**config.mk**
```make
export PLATFORM = sky130hd
export DESIGN_NAME = gb_pulse_channel_gen_flat
export DESIGN_NICKNAME = d
export VERILOG_FILES = /design/src/rtl/gb_apu_pkg.sv /design/src/rtl/gb_pulse_channel_gen_if.sv /design/src/rtl/gb_sweep_unit.sv /design/src/rtl/gb_pulse_channel_gen.sv /design/src/flat_wrapper.sv
export SDC_FILE = /design/constraint.sdc
export NUM_CORES = 1
export LEC_CHECK = 0
export CAP_MARGIN = 15
export CORE_UTILIZATION = 45
export CTS_CLUSTER_SIZE = 20
export DETAILED_ROUTE_END_ITERATION = 7
export PLACE_DENSITY = 0.74
export RECOVER_POWER = 100
export SYNTH_ARGS = -nofsm -noshare
export SYNTH_HDL_FRONTEND = slang
export SYNTH_HIERARCHICAL = 1
export SYNTH_SLANG_ARGS = --single-unit
```
**constraint.sdc**
```tcl
create_clock -name clk -period 8.7 [get_ports clk]
set_input_delay 1.74 -clock clk [delete_from_list [all_inputs] [get_ports clk]]
set_output_delay 1.74 -clock clk [all_outputs]
set_load 0.005 [all_outputs]
```
**src/rtl/gb_apu_pkg.sv**
```systemverilog
// Shared APU definitions: duty selection, the duty waveform lookup and the
// default channel widths.
package gb_apu_pkg;

    localparam int DEFAULT_PERIOD_W = 11;
    localparam int DEFAULT_LENGTH_W = 6;
    localparam int DEFAULT_VOL_W    = 4;
    localparam int DEFAULT_PRESCALE = 4;

    typedef enum logic [1:0] {
        DUTY_12 = 2'd0,
        DUTY_25 = 2'd1,
        DUTY_50 = 2'd2,
        DUTY_75 = 2'd3
    } duty_e;

    // High when the 8-step waveform selected by duty is high at this phase.
    function automatic logic duty_bit(input duty_e duty, input logic [2:0] phase);
        logic bit_v;
        case (duty)
            DUTY_12: bit_v = (phase == 3'd7);
            DUTY_25: bit_v = (phase[2:1] == 2'b11);
            DUTY_50: bit_v = phase[2];
            DUTY_75: bit_v = (phase <= 3'd5);
            default: bit_v = 1'b0;
        endcase
        return bit_v;
    endfunction

endpackage

```
**src/rtl/gb_pulse_channel_gen_if.sv**
```systemverilog
// Control/data bundle between register file + frame sequencer (master) and
// one pulse channel (slave).
interface gb_pulse_channel_gen_if
    import gb_apu_pkg::*;
#(
    parameter int PERIOD_W = DEFAULT_PERIOD_W,
    parameter int LENGTH_W = DEFAULT_LENGTH_W,
    parameter int VOL_W    = DEFAULT_VOL_W
) ();

    logic                tick_length;
    logic                tick_envelope;
    logic                tick_sweep;
    logic                trigger;
    logic                dac_enable;
    logic                length_enable;
    logic [LENGTH_W-1:0] length_load;
    logic [1:0]          duty;
    logic [VOL_W-1:0]    initial_volume;
    logic                envelope_increasing;
    logic [2:0]          envelope_pace;
    logic [2:0]          sweep_pace;
    logic                sweep_decreasing;
    logic [2:0]          sweep_shift;
    logic [PERIOD_W-1:0] period;
    logic [VOL_W-1:0]    level;
    logic                enable;

    modport master (
        output tick_length, tick_envelope, tick_sweep, trigger, dac_enable,
               length_enable, length_load, duty, initial_volume,
               envelope_increasing, envelope_pace, sweep_pace,
               sweep_decreasing, sweep_shift, period,
        input  level, enable
    );

    modport slave (
        input  tick_length, tick_envelope, tick_sweep, trigger, dac_enable,
               length_enable, length_load, duty, initial_volume,
               envelope_increasing, envelope_pace, sweep_pace,
               sweep_decreasing, sweep_shift, period,
        output level, enable
    );

endinterface

```
**src/rtl/gb_sweep_unit.sv**
```systemverilog
// Frequency sweep: shadow period, sweep timer and overflow detection. The kill
// output is combinational so the channel drops enable on the same edge.
module gb_sweep_unit
    import gb_apu_pkg::*;
#(
    parameter bit SWEEP_EN = 1'b1,
    parameter int PERIOD_W = DEFAULT_PERIOD_W
) (
    input  logic                clk,
    input  logic                reset,
    input  logic                start_i,
    input  logic                tick_i,
    input  logic [PERIOD_W-1:0] period_i,
    input  logic [2:0]          pace_i,
    input  logic                decreasing_i,
    input  logic [2:0]          shift_i,
    output logic [PERIOD_W-1:0] shadow_o,
    output logic                overflow_kill_o
);

    localparam logic [PERIOD_W:0] PERIOD_MAX = {1'b0, {PERIOD_W{1'b1}}};

    logic [PERIOD_W-1:0] shadow_q, shadow_d;
    logic [3:0]          timer_q, timer_d;
    logic [3:0]          timer_reload;
    logic [PERIOD_W:0]   calc_new;
    logic                new_ovf, chk_ovf, trig_ovf;
    logic                kill;

    function automatic logic [PERIOD_W:0] sweep_calc(input logic [PERIOD_W-1:0] base,
                                                     input logic dec,
                                                     input logic [2:0] sh);
        logic [PERIOD_W:0] b;
        b = {1'b0, base};
        return dec ? (b - (b >> sh)) : (b + (b >> sh));
    endfunction

    assign timer_reload = (pace_i == 3'd0) ? 4'd8 : {1'b0, pace_i};
    assign calc_new     = sweep_calc(shadow_q, decreasing_i, shift_i);
    assign new_ovf      = calc_new > PERIOD_MAX;
    assign chk_ovf      = sweep_calc(calc_new[PERIOD_W-1:0], decreasing_i, shift_i) > PERIOD_MAX;
    assign trig_ovf     = sweep_calc(period_i, 1'b0, shift_i) > PERIOD_MAX;

    always_comb begin
        shadow_d = shadow_q;
        timer_d  = timer_q;
        kill     = 1'b0;
        if (start_i) begin
            shadow_d = period_i;
            timer_d  = timer_reload;
            if ((shift_i != 3'd0) && !decreasing_i && trig_ovf) kill = 1'b1;
        end else if (tick_i) begin
            if (timer_q <= 4'd1) begin
                timer_d = timer_reload;
                if (pace_i != 3'd0) begin
                    if (new_ovf) begin
                        kill = 1'b1;
                    end else if (shift_i != 3'd0) begin
                        // The look-ahead check only kills; shadow keeps the first result.
                        shadow_d = calc_new[PERIOD_W-1:0];
                        if (chk_ovf) kill = 1'b1;
                    end
                end
            end else begin
                timer_d = timer_q - 4'd1;
            end
        end
    end

    always_ff @(posedge clk) begin
        if (reset) begin
            shadow_q <= '0;
            timer_q  <= '0;
        end else begin
            shadow_q <= shadow_d;
            timer_q  <= timer_d;
        end
    end

    assign shadow_o        = SWEEP_EN ? shadow_q : period_i;
    assign overflow_kill_o = SWEEP_EN & kill;

endmodule

```
**src/rtl/gb_pulse_channel_gen.sv**
```systemverilog
// APU pulse channel (CH1/CH2): trigger, length, envelope, period divider and
// duty generator producing one registered level for the mixer.
module gb_pulse_channel_gen
    import gb_apu_pkg::*;
#(
    parameter int PERIOD_W = DEFAULT_PERIOD_W,
    parameter int LENGTH_W = DEFAULT_LENGTH_W,
    parameter int VOL_W    = DEFAULT_VOL_W,
    parameter int PRESCALE = DEFAULT_PRESCALE,
    parameter bit SWEEP_EN = 1'b1
) (
    input  logic                  clk,
    input  logic                  reset,
    gb_pulse_channel_gen_if.slave bus
);

    localparam int                 PS_W      = (PRESCALE > 1) ? $clog2(PRESCALE) : 1;
    localparam logic [PS_W-1:0]    PS_RELOAD = PS_W'(PRESCALE - 1);
    localparam logic [LENGTH_W:0]  LEN_FULL  = {1'b1, {LENGTH_W{1'b0}}};
    localparam logic [LENGTH_W:0]  LEN_ONE   = (LENGTH_W + 1)'(1);
    localparam logic [VOL_W-1:0]   VOL_MAX   = '1;
    localparam logic [VOL_W-1:0]   VOL_ONE   = VOL_W'(1);

    logic                trig_q, first_q;
    logic                enable_q, enable_d;
    logic [VOL_W-1:0]    level_q, level_d;
    logic [LENGTH_W:0]   len_ctr_q, len_ctr_d;
    logic [VOL_W-1:0]    vol_q, vol_d;
    logic [2:0]          env_timer_q, env_timer_d;
    logic [PERIOD_W-1:0] divider_q, divider_d;
    logic [PS_W-1:0]     prescaler_q, prescaler_d;
    logic [2:0]          phase_q, phase_d;
    logic                start;
    logic                tick_ok;
    logic [PERIOD_W-1:0] shadow;
    logic                overflow_kill;

    // first_q blanks the first cycle after reset so a trigger held through reset
    // is taken as the previous level rather than a fresh rising edge.
    assign start   = bus.trigger & ~trig_q & ~first_q;
    assign tick_ok = ~start & bus.dac_enable;

    gb_sweep_unit #(
        .SWEEP_EN (SWEEP_EN),
        .PERIOD_W (PERIOD_W)
    ) u_sweep (
        .clk             (clk),
        .reset           (reset),
        .start_i         (start),
        .tick_i          (bus.tick_sweep & tick_ok),
        .period_i        (bus.period),
        .pace_i          (bus.sweep_pace),
        .decreasing_i    (bus.sweep_decreasing),
        .shift_i         (bus.sweep_shift),
        .shadow_o        (shadow),
        .overflow_kill_o (overflow_kill)
    );

    always_comb begin
        enable_d    = enable_q;
        len_ctr_d   = len_ctr_q;
        vol_d       = vol_q;
        env_timer_d = env_timer_q;
        if (start) begin
            enable_d    = bus.dac_enable & ~overflow_kill;
            len_ctr_d   = LEN_FULL - {1'b0, bus.length_load};
            vol_d       = bus.initial_volume;
            env_timer_d = bus.envelope_pace;
        end else if (!bus.dac_enable) begin
            enable_d = 1'b0;
        end else begin
            if (bus.tick_length && bus.length_enable && (len_ctr_q != '0)) begin
                len_ctr_d = len_ctr_q - LEN_ONE;
                if (len_ctr_q == LEN_ONE) enable_d = 1'b0;
            end
            if (overflow_kill) enable_d = 1'b0;
            if (bus.tick_envelope && (bus.envelope_pace != 3'd0)) begin
                if (env_timer_q <= 3'd1) begin
                    env_timer_d = bus.envelope_pace;
                    if (bus.envelope_increasing) begin
                        if (vol_q != VOL_MAX) vol_d = vol_q + VOL_ONE;
                    end else if (vol_q != '0) begin
                        vol_d = vol_q - VOL_ONE;
                    end
                end else begin
                    env_timer_d = env_timer_q - 3'd1;
                end
            end
        end
    end

    // Divider counts up to all-ones, then reloads from the sweep shadow and steps the phase.
    always_comb begin
        divider_d   = divider_q;
        prescaler_d = prescaler_q;
        phase_d     = phase_q;
        if (start) begin
            divider_d   = bus.period;
            prescaler_d = PS_RELOAD;
            phase_d     = 3'd0;
        end else if (prescaler_q == '0) begin
            prescaler_d = PS_RELOAD;
            if (&divider_q) begin
                divider_d = shadow;
                phase_d   = phase_q + 3'd1;
            end else begin
                divider_d = divider_q + 1'b1;
            end
        end else begin
            prescaler_d = prescaler_q - 1'b1;
        end
    end

    assign level_d = (enable_q && duty_bit(duty_e'(bus.duty), phase_q)) ? vol_q : '0;

    always_ff @(posedge clk) begin
        if (reset) begin
            trig_q      <= 1'b0;
            first_q     <= 1'b1;
            enable_q    <= 1'b0;
            level_q     <= '0;
            len_ctr_q   <= '0;
            vol_q       <= '0;
            env_timer_q <= '0;
            divider_q   <= '0;
            prescaler_q <= '0;
            phase_q     <= '0;
        end else begin
            trig_q      <= bus.trigger;
            first_q     <= 1'b0;
            enable_q    <= enable_d;
            level_q     <= level_d;
            len_ctr_q   <= len_ctr_d;
            vol_q       <= vol_d;
            env_timer_q <= env_timer_d;
            divider_q   <= divider_d;
            prescaler_q <= prescaler_d;
            phase_q     <= phase_d;
        end
    end

    assign bus.level  = level_q;
    assign bus.enable = enable_q;

endmodule

```
**src/flat_wrapper.sv**
```systemverilog
// flat-port wrapper written by rule: the top's interface ports become plain ports
module gb_pulse_channel_gen_flat import gb_apu_pkg::*;
#(
    parameter int PERIOD_W = DEFAULT_PERIOD_W,
    parameter int LENGTH_W = DEFAULT_LENGTH_W,
    parameter int VOL_W    = DEFAULT_VOL_W,
    parameter int PRESCALE = DEFAULT_PRESCALE,
    parameter bit SWEEP_EN = 1'b1
)
  (clk, reset, bus_tick_length, bus_tick_envelope, bus_tick_sweep, bus_trigger, bus_dac_enable, bus_length_enable, bus_length_load, bus_duty, bus_initial_volume, bus_envelope_increasing, bus_envelope_pace, bus_sweep_pace, bus_sweep_decreasing, bus_sweep_shift, bus_period, bus_level, bus_enable);
  gb_pulse_channel_gen_if #(.PERIOD_W(PERIOD_W), .LENGTH_W(LENGTH_W), .VOL_W(VOL_W)) bus_i ();
  input  logic clk;
  input  logic reset;
  input wire logic [$bits(bus_i.tick_length)-1:0] bus_tick_length;
  input wire logic [$bits(bus_i.tick_envelope)-1:0] bus_tick_envelope;
  input wire logic [$bits(bus_i.tick_sweep)-1:0] bus_tick_sweep;
  input wire logic [$bits(bus_i.trigger)-1:0] bus_trigger;
  input wire logic [$bits(bus_i.dac_enable)-1:0] bus_dac_enable;
  input wire logic [$bits(bus_i.length_enable)-1:0] bus_length_enable;
  input wire logic [$bits(bus_i.length_load)-1:0] bus_length_load;
  input wire logic [$bits(bus_i.duty)-1:0] bus_duty;
  input wire logic [$bits(bus_i.initial_volume)-1:0] bus_initial_volume;
  input wire logic [$bits(bus_i.envelope_increasing)-1:0] bus_envelope_increasing;
  input wire logic [$bits(bus_i.envelope_pace)-1:0] bus_envelope_pace;
  input wire logic [$bits(bus_i.sweep_pace)-1:0] bus_sweep_pace;
  input wire logic [$bits(bus_i.sweep_decreasing)-1:0] bus_sweep_decreasing;
  input wire logic [$bits(bus_i.sweep_shift)-1:0] bus_sweep_shift;
  input wire logic [$bits(bus_i.period)-1:0] bus_period;
  output wire logic [$bits(bus_i.level)-1:0] bus_level;
  output wire logic [$bits(bus_i.enable)-1:0] bus_enable;
  assign bus_i.tick_length = bus_tick_length;
  assign bus_i.tick_envelope = bus_tick_envelope;
  assign bus_i.tick_sweep = bus_tick_sweep;
  assign bus_i.trigger = bus_trigger;
  assign bus_i.dac_enable = bus_dac_enable;
  assign bus_i.length_enable = bus_length_enable;
  assign bus_i.length_load = bus_length_load;
  assign bus_i.duty = bus_duty;
  assign bus_i.initial_volume = bus_initial_volume;
  assign bus_i.envelope_increasing = bus_envelope_increasing;
  assign bus_i.envelope_pace = bus_envelope_pace;
  assign bus_i.sweep_pace = bus_sweep_pace;
  assign bus_i.sweep_decreasing = bus_sweep_decreasing;
  assign bus_i.sweep_shift = bus_sweep_shift;
  assign bus_i.period = bus_period;
  assign bus_level = bus_i.level;
  assign bus_enable = bus_i.enable;
  gb_pulse_channel_gen #(.PERIOD_W(PERIOD_W), .LENGTH_W(LENGTH_W), .VOL_W(VOL_W), .PRESCALE(PRESCALE), .SWEEP_EN(SWEEP_EN)) u_core (.clk(clk), .reset(reset), .bus(bus_i));
endmodule
```
==> metrics.md <==
| Metric | Value |
|---|---|
| Largest family of logic cells by synthesized area | simple AND/OR/NAND/NOR gates |
| Top cells by area, synth | dfxtp_1 18%, ha_1 11%, nor2_1 6.6% |
| Area share of the largest cell type after synthesis | 18.50% |
| Drt first pass iters | 5 |
| 1st-iter DRT viols | 518 |
| Violated checks | max-capacitance violations, max-slew violations |
| Vias per cell | 6.080 |
| Worst Hold Class | reg -> reg |
| Util after Layout | 53.46% |
| Post-layout nets | 868 |
| Die X | 113.8 um |
| Remaining routing DRC violations | 0 |
| Max_cap viols | 1 |
| DPL Wire Length | 11.97 mm |
| FP Rows | 40 |
| Top post-synthesis cells by count | 99 x nor2_1, 72 x nand2_1, 52 x dfxtp_1 |
| Syn Nets | 826 |
| Met1 Use GR | 30.36% |
| Worst-skew pair later-pin latency | 290 ps |
| GR peak layer | met2 |
| DIE AREA | 12,960 um^2 |
| Post-synth top flop | dfxtp_1 |
| Gr usage total | 24.24% |
| Final Hold Viols | 0 |
| Clk slew on worst S/H paths | 70 ps |
| Post-Syn Instances | 732 |
| Clock skew | 9.814 ps |
| Data arrival, critical path | 8530 ps |
| RePlAce Congestion | 0.9058 |
| Slowest CP cell | mux4_2 |
| M3 GR Usage | 2.125% |
| Clk root buf | clkbuf_16 |
| Largest net degree at the start of global routing | 51 |
| Maximum vdd drop | 0.1434 mV |
| Final period util | 96.64% |
| Die Ht | 113.8 um |
| Vias | 5,733 |
| TritonCTS buffer count | 5 |
| Register area share after synthesis | 18.50% |
| Met2 global-route usage | 42.15% |
| Routed Antenna Nets | 0 |
| Synth Register Bits | 52 |
| CTS tree | done |
| Clock Path Buffers | 2 |
| Congestion Overflow GR | 0 |
| Area Growth Syn to Fin | 15.05% |
| Area share of fa/ha/maj cells after synthesis | 11.83% |
| Initial antenna violation count | 0 |
| Power per Cell Area | 244.1 nW/um^2 |
| Relative slew margins | -30.99% |
| Ant diodes | 0 |
| H-tree Lvls | 2 |
| Max-slew violation count | 50 |
| Simple-gate area share of the yosys netlist | 23.88% |
| Starting Density | 46.47% |
| Ports | 47 |
| Aggregate routed wire length | 15.98 mm |
| Unique masters post-synth | 84 |
| Crit path capture type | flip-flop |
| Total core area | 12,110 um^2 |
| Setup CP Type | in -> reg |
| Number of synthesis warnings | 6 |
| Synth Cell Area | 5628 um^2 |
| Compound-gate portion of the synthesized area | 23.30% |
| Critical-path maximum fanout | 13 |
| Top-count cell post-synth | nor2_1 |
| Max stage delay on crit path | 480 ps |
| EDFF count, synth | 0 |
| Buffer and inverter count on the worst path | 6 |
| Outcome | finished with violations |
| Worst setup SP type | input pin |
| Vias in the first global route | 5,281 |
| Global-route wire length before repair | 25.42 mm |
| WP data required | 8820 ps |
| Reg2Reg Setup Slack | 1740 ps |
| Pleak | 2.714 nW |
| Clk sinks | 52 |
| CP top delay family | compound AO/OA/AOI/OAI gates |
| Avg WL per Cell | 16.95 um |
| Post-synth top area cell | dfxtp_1 |
| RSZ-0062 raised after global routing | no |
| Final setup violation count | 0 |
| Avg Inst Size Synth | 7.688 um^2 |
| Worst Tran Pin Value | 1965 ps |
| Post-route minimum period | 8408 ps |
| Proportion of layout cells with a drive suffix above 1 | 10.06% |
| Port Buffer Count | 46 |
| Async SR Flop Fraction | 0% |
| XOR/XNOR Fraction of Synth Area | 6.536% |
| TNS Setup | 0 ps |
| Fmax | 118.9 MHz |
| Mux cell area share after synthesis | 10.27% |
## cells in the final DEF, fill, tap and decap left out, types with 3 or more instances in the layout
cell	netlist	routed
a21oi_1	49	49
or3_1	6	6
clkbuf_16	0	5
nand2_1	72	72
nor3b_1	4	4
inv_1	33	32
o22ai_1	3	3
mux2_2	11	11
o211ai_1	11	11
ha_1	50	49
xnor2_1	21	21
o21a_1	3	3
xor2_1	21	21
nor2b_1	6	6
and4_1	5	5
o211a_1	6	6
nor4_1	6	6
a41oi_1	3	3
dlygate4sd3_1	0	7
buf_4	1	22
a211oi_1	15	15
nand2b_1	6	6
clkdlybuf4s50_1	0	37
and3_1	10	10
a22oi_1	3	3
nor3_1	18	18
and2_1	8	7
mux2i_1	27	26
a31oi_1	10	10
a2111oi_0	2	3
a221oi_1	3	3
mux4_2	7	7
a21o_1	12	12
o21ai_0	38	36
dfxtp_1	52	52
nand3_1	18	18
nor2_1	99	99
a31o_2	3	3
## metrics by stage
step                      std cells  setup WS, ps  power (mW)  hold slack [ps]  area [um^2]
after floorplan                 732         786.9       1.025            408.3         5628
after global placement          935         209.1       1.281            417.2         6279
after detailed placement        935        -8.842       1.313            422.6         6279
after CTS                       943         268.8       1.516            437.2         6425
after global routing            943         1.555       1.699            452.3         6475
final                           943         292.2       1.581            440.8         6475
## timing repair
item | in CTS | in global routing
hold buffers | 0 | 0
gates resized for setup | 0 | 12
setup buffers | 0 | 0
setup endpoints to repair | 0 | 1
## final timing paths
path | from | endpoint | cells past startpoint
worst max register to register | u_core/u_sweep/shadow_o[10]$_SDFFE_PP0P_ | u_core/bus.enable$_SDFFE_PP0P_ | 33
worst max-delay path | bus_sweep_shift[1] | u_core/bus.enable$_SDFFE_PP0P_ | 34
worst min register to register | u_core/prescaler_q[0]$_SDFF_PP0_ | u_core/prescaler_q[0]$_SDFF_PP0_ | 1
worst min-delay path | u_core/prescaler_q[0]$_SDFF_PP0_ | u_core/prescaler_q[0]$_SDFF_PP0_ | 1
## cell families (layout without fill, tap and decap cells)
| kind of cell | count (synthesis) | after routing |
|---|---|---|
| compound gates | 191 | 191 |
| xor+xnor | 42 | 42 |
| fa+ha+maj | 52 | 52 |
| buf+inv | 70 | 113 |
| flops | 52 | 52 |
| mux | 46 | 46 |
| simple gates | 279 | 279 |
## routing by layer
layer / share of wire [%] / up-vias
met5: 0 / -
met2: 47 / 245
li1: - / 2748
met4: 3.7 / 0
met3: 6.8 / 48
met1: 42 / 2692
## state kept, by name, summed over array words and instances (netlist names)
register / flops
u_core/vol_q: 4
u_core/first_q: 1
u_core/len_ctr_q: 7
u_core/bus.enable: 1
u_core/u_sweep/shadow_o: 11
u_core/prescaler_q: 2
u_core/bus.level: 4
u_core/trig_q: 1
u_core/phase_q: 3
u_core/u_sweep/timer_q: 4
u_core/divider_q: 11
u_core/env_timer_q: 3
## power breakdown
part           internal (mW)  switching, mW  leakage (nW)
clock network          0.107         0.0877        0.0702
registers              0.264         0.0436         0.426
logic                  0.477          0.602          2.22
total                  0.848          0.733          2.71
## layout make-up
cell class,instances,area (um^2)
Clock buffer,5,125.1
Clock inverter,3,21.27
Fill cell,1132,5637
Inverter,36,137.6
Multi-Input combinational cell,610,4320
Sequential cell,52,1041
Tap cell,168,210.2
Timing Repair Buffer,69,619.3
(Power assumes the default switching activity.)
